`src/rtl/rr_lut_ff_arbiter.sv`:
```
// Round-robin arbiter sharing one registered OR stage among NREQ requesters.
// Define RR_LUT_FF_ARBITER_FIXED_PRIO_EN for fixed lowest-index-wins priority.
module rr_lut_ff_arbiter #(
   parameter int NREQ = 3,
   parameter int W    = 2,
   parameter int IDW  = ($clog2(NREQ) < 1) ? 1 : $clog2(NREQ)
) (
   input  logic              C,
   input  logic              R,
   input  logic [NREQ-1:0]   req,
   input  logic [NREQ*W-1:0] a,
   input  logic [NREQ*W-1:0] b,
   output logic [NREQ-1:0]   gnt,
   output logic [W-1:0]      res,
   output logic [IDW-1:0]    res_id,
   output logic              res_vld,
   input  logic              res_rdy
);

   typedef enum logic {EMPTY, FULL} state_t;

   state_t         state;
   logic [IDW-1:0] ptr;
   logic [IDW-1:0] sel;
   logic           found;
   logic           can_issue;
   logic [W-1:0]   lut;
   int             idx;

   assign res_vld   = (state == FULL);
   assign can_issue = (state == EMPTY) || res_rdy;

   // Scan from ptr with wrap; first active request wins.
   always_comb begin
      gnt   = '0;
      sel   = '0;
      found = 1'b0;
      idx   = 0;
      if (can_issue && !R) begin
         for (int i = 0; i < NREQ; i++) begin
            idx = (int'(ptr) + i) % NREQ;
            if (!found && req[idx]) begin
               found    = 1'b1;
               gnt[idx] = 1'b1;
               sel      = IDW'(idx);
            end
         end
      end
   end

   assign lut = a[int'(sel)*W +: W] | b[int'(sel)*W +: W];

   always_ff @(posedge C) begin
      if (R) begin
         state  <= EMPTY;
         res    <= '0;
         res_id <= '0;
      end else if (found) begin
         state  <= FULL;
         res    <= lut;
         res_id <= sel;
      end else if (state == FULL && res_rdy) begin
         state  <= EMPTY;
      end
   end

`ifdef RR_LUT_FF_ARBITER_FIXED_PRIO_EN
   assign ptr = '0;
`else
   always_ff @(posedge C) begin
      if (R) begin
         ptr <= '0;
      end else if (found) begin
         ptr <= (sel == IDW'(NREQ-1)) ? '0 : sel + 1'b1;
      end
   end
`endif

endmodule

```
`config.mk`:
```
export PLATFORM = sky130hd
export DESIGN_NAME = rr_lut_ff_arbiter
export DESIGN_NICKNAME = d
export VERILOG_FILES = /design/src/rtl/rr_lut_ff_arbiter.sv
export SDC_FILE = /design/constraint.sdc
export NUM_CORES = 1
export LEC_CHECK = 0
export CORE_UTILIZATION = 45
export CTS_CLUSTER_DIAMETER = 80
export DETAILED_ROUTE_END_ITERATION = 7
export PLACE_DENSITY = 0.79
export SETUP_SLACK_MARGIN = 0.1
export SLEW_MARGIN = 20
export SYNTH_ARGS = -nofsm -noshare
export SYNTH_HDL_FRONTEND = slang
export SYNTH_SLANG_ARGS = --single-unit
```
`constraint.sdc`:
```
create_clock -name C -period 3.4 [get_ports C]
set_input_delay 0.68 -clock C [delete_from_list [all_inputs] [get_ports C]]
set_output_delay 0.68 -clock C [all_outputs]
set_load 0.02 [all_outputs]
```
==> results of run 1 <==
[cells by family after synthesis]
group / Yosys count / synth area share (%)
adders and majority gates: 4 / 6.58
DFF: 7 / 18.4
and+or+nand+nor: 39 / 32.1
AOI/OAI and AO/OA: 32 / 33.6
buffers and inverters: 9 / 9.37
[layout make-up]
| class | count | area, sq um |
|---|---|---|
| Clock buffer | 4 | 26.3 |
| Fill cell | 136 | 482 |
| Inverter | 4 | 15.0 |
| Multi-Input combinational cell | 75 | 552 |
| Sequential cell | 7 | 140 |
| Tap cell | 16 | 20.0 |
| Timing Repair Buffer | 33 | 307 |
[worst min-delay path by stage]
stage                                       from                      to  slack (ps)  depth (start not counted)
after floorplan              ptr[0]$_SDFFE_PP0P_     ptr[0]$_SDFFE_PP0P_         460                          2
after global placement    res_id[0]$_SDFFE_PP0P_  res_id[0]$_SDFFE_PP0P_         440                          2
after detailed placement  res_id[0]$_SDFFE_PP0P_  res_id[0]$_SDFFE_PP0P_         450                          2
after CTS                 res_id[0]$_SDFFE_PP0P_  res_id[0]$_SDFFE_PP0P_         460                          2
after global routing      res_id[0]$_SDFFE_PP0P_  res_id[0]$_SDFFE_PP0P_         480                          2
final                     res_id[0]$_SDFFE_PP0P_  res_id[0]$_SDFFE_PP0P_         470                          2
[repair_timing]
action                                  CTS  global route
endpoints found under the setup margin    3             2
pin swaps                                 0             0
hold buffers                              0             0
cloned                                    0             0
gates resized for setup                   3             1
[through the flow]
| stage | power, mW | utilization [%] |
|---|---|---|
| 4_1_cts | 0.359 | 68.6 |
| 5_1_grt | 0.387 | 68.8 |
| 3_5_place_dp | 0.284 | 67.1 |
| 2_1_floorplan | 0.222 | - |
| 6_report | 0.359 | 68.8 |
| 3_3_place_gp | 0.279 | 67.1 |
[synthesized netlist by cell type, drive strengths merged]
| cell | instances |
|---|---|
| nand3b | 5 |
| inv | 4 |
| o2111a | 1 |
| and4bb | 1 |
| nand3 | 4 |
| o21ai | 5 |
| nor2b | 2 |
| o31ai | 1 |
| a211o | 2 |
| o211ai | 2 |
| nand4 | 2 |
| nor4b | 1 |
| a32oi | 1 |
| and2b | 2 |
| o32ai | 1 |
| a221oi | 2 |
| o21bai | 1 |
| buf | 5 |
| nor4bb | 1 |
| dfxtp | 7 |
| ha | 4 |
| a22oi | 3 |
| nor2 | 8 |
| nor3 | 2 |
| a31oi | 2 |
| and3 | 1 |
| a21boi | 2 |
| a21oi | 9 |
| nand2 | 7 |
| nand2b | 3 |
[worst max-delay path, delay by kind of cell]
kind                   cells  cell delay [ps]
AOI/OAI and AO/OA          4              580
buffers and inverters      2              870
and+or+nand+nor            1              320
[sequential cells by signal (all words and copies together), names as in the netlist]
signal / flops
res_id: 2
res: 2
ptr: 2
res_vld: 1
[per-layer routing]
layer / GRT usage, % / part of all wire, %
met2: 37.9 / 49
met4: 10.3 / 0.74
met5: 0 / 0
met1: 29.8 / 46
met3: 4.68 / 4.8
[power breakdown]
part / leakage (nW) / total (mW) / switching, mW / internal (mW)
Clock: 0.0150 / 0.0780 / 0.0331 / 0.0449
Sequential: 0.0578 / 0.0990 / 0.00665 / 0.0923
Combinational: 0.333 / 0.182 / 0.0950 / 0.0874
Total: 0.406 / 0.359 / 0.135 / 0.225
==> results.py, run 1 <==
metrics = {
    "clock_tree": {
        "cts_root_buf": "clkbuf_4",
        "cts_tree": "yes",
        "cts_buffers": 3,
        "clockBufferDepth": 2,
        "clk_latency_ps": 250,
        "clkSinkCount": 7,
        "cts_setup_buffers": 0,
        "htreeDepth": 1,
        "path_clk_slew_ps": 60,
    },
    "timing": {
        "grt_setup_unrepaired": "yes",
        "tns_ps": 0,
        "fmax_ghz": 0.318,
        "slew-limit-headroom_pct": 80.1,
        "drv_slew": 0,
        "fin_crit_ps": 3150,
        "worst_pin_slew_ps": 298,
        "finalSetupViolations": 0,
        "skew_ps": 1.99,
        "hold_viol": 0,
        "setup_ws_ps": 254,
        "hold_ws_ps": 465,
        "finalCritPeriodShare_pct": 92.5,
    },
    "critical_path": {
        "start_kind": "primary input",
        "critical_path.startpoint": "req[2]",
        "crit_path_top_delay_cell": "clkdlybuf4s50_1",
        "rrSetupSlack_ps": 1370,
        "crit_end": "gnt[1]",
        "r2r_cells": 8,
        "r2r-end": "res[1]$_SDFFE_PP0P_",
        "crit_fanout": 7,
        "critical-path-max-stage-delay_ps": 530,
        "critical_path.cell_chain": "clkdlybuf4s50_1 > nor4bb_1 > a31oi_1 > o21ai_1 > a22oi_1 > a21oi_1 > dlygate4sd2_1",
        "crit_arrival_ps": 2470,
        "crit_path_end_kind": "output port",
        "critPathKind": "primary input to output port",
        "required_ps": 2720,
        "reg2reg_from": "ptr[0]$_SDFFE_PP0P_",
    },
    "min_path": {
        "hold_class": "flop to flop",
    },
    "global_route": {
        "grt_usage_pct": 23.5,
        "antenna_found_initial": 0,
        "grt_overflow": 0,
        "grt_pass1_vias": 820,
        "grt_max_degree": 14,
        "grt_pass1_wl_microns": 3420,
    },
    "detailed_routing": {
        "finalWirelength_microns": 1880,
        "wl_per_cell_microns": 13.5,
        "firstDrtPassIters": 4,
        "viasPerCell": 6.01,
        "route.detailed.drc": 0,
        "vias": 835,
        "drt_iter0_markers": 12,
        "drtAntennaViolNets": 0,
    },
    "synth": {
        "synth_area_leader_cell": "dfxtp_1",
        "synth.area.top_cells": "dfxtp_1, buf_6, ha_1",
        "ys.warnings.count": 0,
        "synth_area_sq_um": 761,
        "synth_cells": 91,
        "ys_types": 37,
        "avgSynthCellArea_sq_um": 8.36,
        "synth-seq-cells": 7,
        "synth_top_area_share_pct": 18.4,
        "synth-seq-area-share_pct": 18.4,
        "synth_nets": 113,
    },
    "power": {
        "p_leak_nw": 0.406,
        "powerDensity_nw_per_um2": 339,
        "vdd_drop_max_mv": 0.255,
    },
    "floorplan": {
        "rows": 14,
        "initial_core_util_pct": 49.4,
        "die_y_microns": 43.1,
        "ios": 26,
        "core_sq_um": 1540,
        "die_area_sq_um": 1860,
        "die_x_microns": 43.1,
    },
    "run": {
        "cap_violations": 0,
    },
    "layout": {
        "fin_cells": 139,
        "fin_nets": 146,
        "mostFrequentLayoutCells": "clkdlybuf4s50_1, nor2_1, a21oi_1, buf_4, dfxtp_1",
        "final_common_cell": "clkdlybuf4s50_1",
        "drive_above_1_share_pct": 17.9,
        "n_antenna_cell": 0,
        "fin_area_sq_um": 1060,
        "syn_to_final_growth_pct": 39.3,
    },
    "place": {
        "placed_cells": 135,
        "dpl_cell_area_sq_um": 1030,
        "place_ws_ps": 12.2,
        "place.gp.congestion": 0.902,
        "dp_hpwl_microns": 1450,
        "io_buffers": 25,
    },
    "status": {
        "status": "completed",
    },
}
(Power assumes the default switching activity.)
==> run 2, diff against run 1 <==
ABC_AREA = 0   (was not set)
ABC_CLOCK_PERIOD_IN_PS = 3400   (was not set)
==> results of run 2 <==
Same layout as run 1: the final DEF is identical, and so are final timing and power.
==> run 3, diff against run 2 <==
SETUP_SLACK_MARGIN = not set   (was 0.1)
==> results.py, run 3 (synthesized netlist as in run 1, its figures left out) <==
metrics = {
    "detailed_routing": {
        "firstDrtPassIters": 4,
        "dr_wl_met3_microns": 106,
        "viasPerCell": 6.09,
        "drt_iter0_markers": 18,
        "route.detailed.drc": 0,
        "finalWirelength_microns": 1940,
        "wl_per_cell_microns": 13.9,
        "wl_met2_microns": 952,
        "top_layer_used": "met4",
        "m1WireLength_microns": 866,
        "vias": 846,
        "drtAntennaViolNets": 0,
    },
    "critical_path": {
        "crit_fanout": 7,
        "critPathKind": "primary input to output port",
        "start_kind": "primary input",
        "required_ps": 2720,
        "critical-path-max-stage-delay_ps": 550,
        "critical_path.cell_chain": "clkdlybuf4s50_1 > nor2b_2 > a22oi_1 > o32ai_2 > a22oi_1 > a21oi_1 > dlygate4sd2_1",
        "crit_arrival_ps": 2490,
        "crit_path_top_delay_cell": "clkdlybuf4s50_1",
        "crit_top_cell": "a22oi_1",
        "path_buf_inv": 2,
        "crit_path_end_kind": "output port",
        "critPathTopFamily": "buffers and inverters",
    },
    "clock_tree": {
        "clk_latency_ps": 250,
        "cts_tree": "yes",
        "path_clk_slew_ps": 60,
        "htreeDepth": 1,
        "cts_hold_buf": 0,
        "cts_buffers": 3,
        "cts_root_buf": "clkbuf_4",
        "clockBufferDepth": 2,
        "clkSinkCount": 7,
    },
    "power": {
        "p_comb_share_pct": 51.3,
        "p_seq_share_pct": 27.1,
        "swShare_pct": 37.8,
        "vdd_drop_max_mv": 0.256,
        "powerDensity_nw_per_um2": 339,
        "p_total_uw": 365,
        "p_sw_uw": 138,
        "p_clk_share_pct": 21.5,
        "internal_power_uw": 227,
        "p_leak_nw": 0.435,
    },
    "floorplan": {
        "ios": 26,
        "die_x_microns": 43.1,
        "die_area_sq_um": 1860,
        "die_y_microns": 43.1,
        "rows": 14,
        "initial_core_util_pct": 49.4,
        "core_sq_um": 1540,
    },
    "timing": {
        "tns_ps": 0,
        "grt_setup_unrepaired": "no",
        "drv_slew": 0,
        "skew_ps": 3.00,
        "finalCritPeriodShare_pct": 93.1,
        "slew-limit-headroom_pct": 77.7,
        "finalSetupViolations": 0,
        "worst_pin_slew_ps": 335,
        "fmax_ghz": 0.316,
        "hold_viol": 0,
        "fin_crit_ps": 3170,
    },
    "layout": {
        "postLayoutCoreUtil_pct": 69.9,
        "drive_above_1_share_pct": 19.5,
        "final_common_cell": "clkdlybuf4s50_1",
        "largestRegisters": "ptr (2), res (2), res_id (2)",
        "mostFrequentLayoutCells": "clkdlybuf4s50_1, nor2_1, a21oi_1, buf_4, dfxtp_1",
        "nFillCells": 132,
        "n_antenna_cell": 0,
        "fin_nets": 146,
        "syn_to_final_growth_pct": 41.6,
    },
    "global_route": {
        "grt_usage_pct": 23.5,
        "antenna_found_initial": 0,
        "grt_max_degree": 14,
        "grt_pass1_wl_microns": 3420,
        "grt_overflow": 0,
        "grt_pass1_vias": 820,
    },
    "place": {
        "place.gp.congestion": 0.902,
        "io_buffers": 25,
        "dp_hpwl_microns": 1450,
    },
    "run": {
        "cap_violations": 0,
    },
    "status": {
        "status": "completed",
    },
    "min_path": {
        "hold_class": "flop to flop",
    },
}
## run 3: worst paths after layout
check / slack, ps / cells past startpoint / to / start
min: 470 / 2 / res_id[0]$_SDFFE_PP0P_ / res_id[0]$_SDFFE_PP0P_
min reg2reg: 470 / 2 / res_id[0]$_SDFFE_PP0P_ / res_id[0]$_SDFFE_PP0P_
max: 230 / 7 / gnt[1] / req[2]
max reg2reg: 1360 / 8 / res[1]$_SDFFE_PP0P_ / ptr[0]$_SDFFE_PP0P_
## run 3: layout make-up
type	count	area (sq um)	area share [%]
Multi-Input combinational cell	75	562	52.1
Timing Repair Buffer	33	314	29.2
Sequential cell	7	140	13.0
Clock buffer	4	26.3	2.44
Tap cell	16	20.0	1.86
Inverter	4	15.0	1.39
## run 3: what timing repair did
item / CTS / global route
setup endpoints to repair: 1 / 2
setup buffers: 0 / 0
resized for setup: 1 / 5
## run 3: tightest hold or removal path: stages (launching register included)
cell	delay, ps
dfxtp_1	310
nand2_1	50
a21oi_1	50
## run 3: power by group through the flow
stage               Sequential [mW]  Clock, mW  Combinational [mW]
floorplan                     0.109          0               0.112
global placement              0.101          0               0.179
detailed placement            0.100          0               0.183
CTS                          0.0990     0.0792               0.183
global route                  0.100     0.0874               0.204
finish                       0.0990     0.0785               0.187
## run 3: per-stage QoR
step | cell area [sq um] | setup slack (ps) | hold WS [ps] | instances
floorplan | 761 | 857 | 460 | 91
global placement | 1030 | 79.1 | 442 | 135
detailed placement | 1030 | 12.2 | 454 | 135
CTS | 1060 | 0.616 | 462 | 139
global route | 1080 | 110 | 484 | 139
finish | 1080 | 234 | 466 | 139
## run 3: per-layer routing
| layer | global-route usage (%) | vias up |
|---|---|---|
| met5 | 0 | - |
| met4 | 10.3 | 0 |
| met3 | 4.68 | 2 |
| met2 | 37.9 | 34 |
| met1 | 29.8 | 403 |
| li1 | - | 407 |
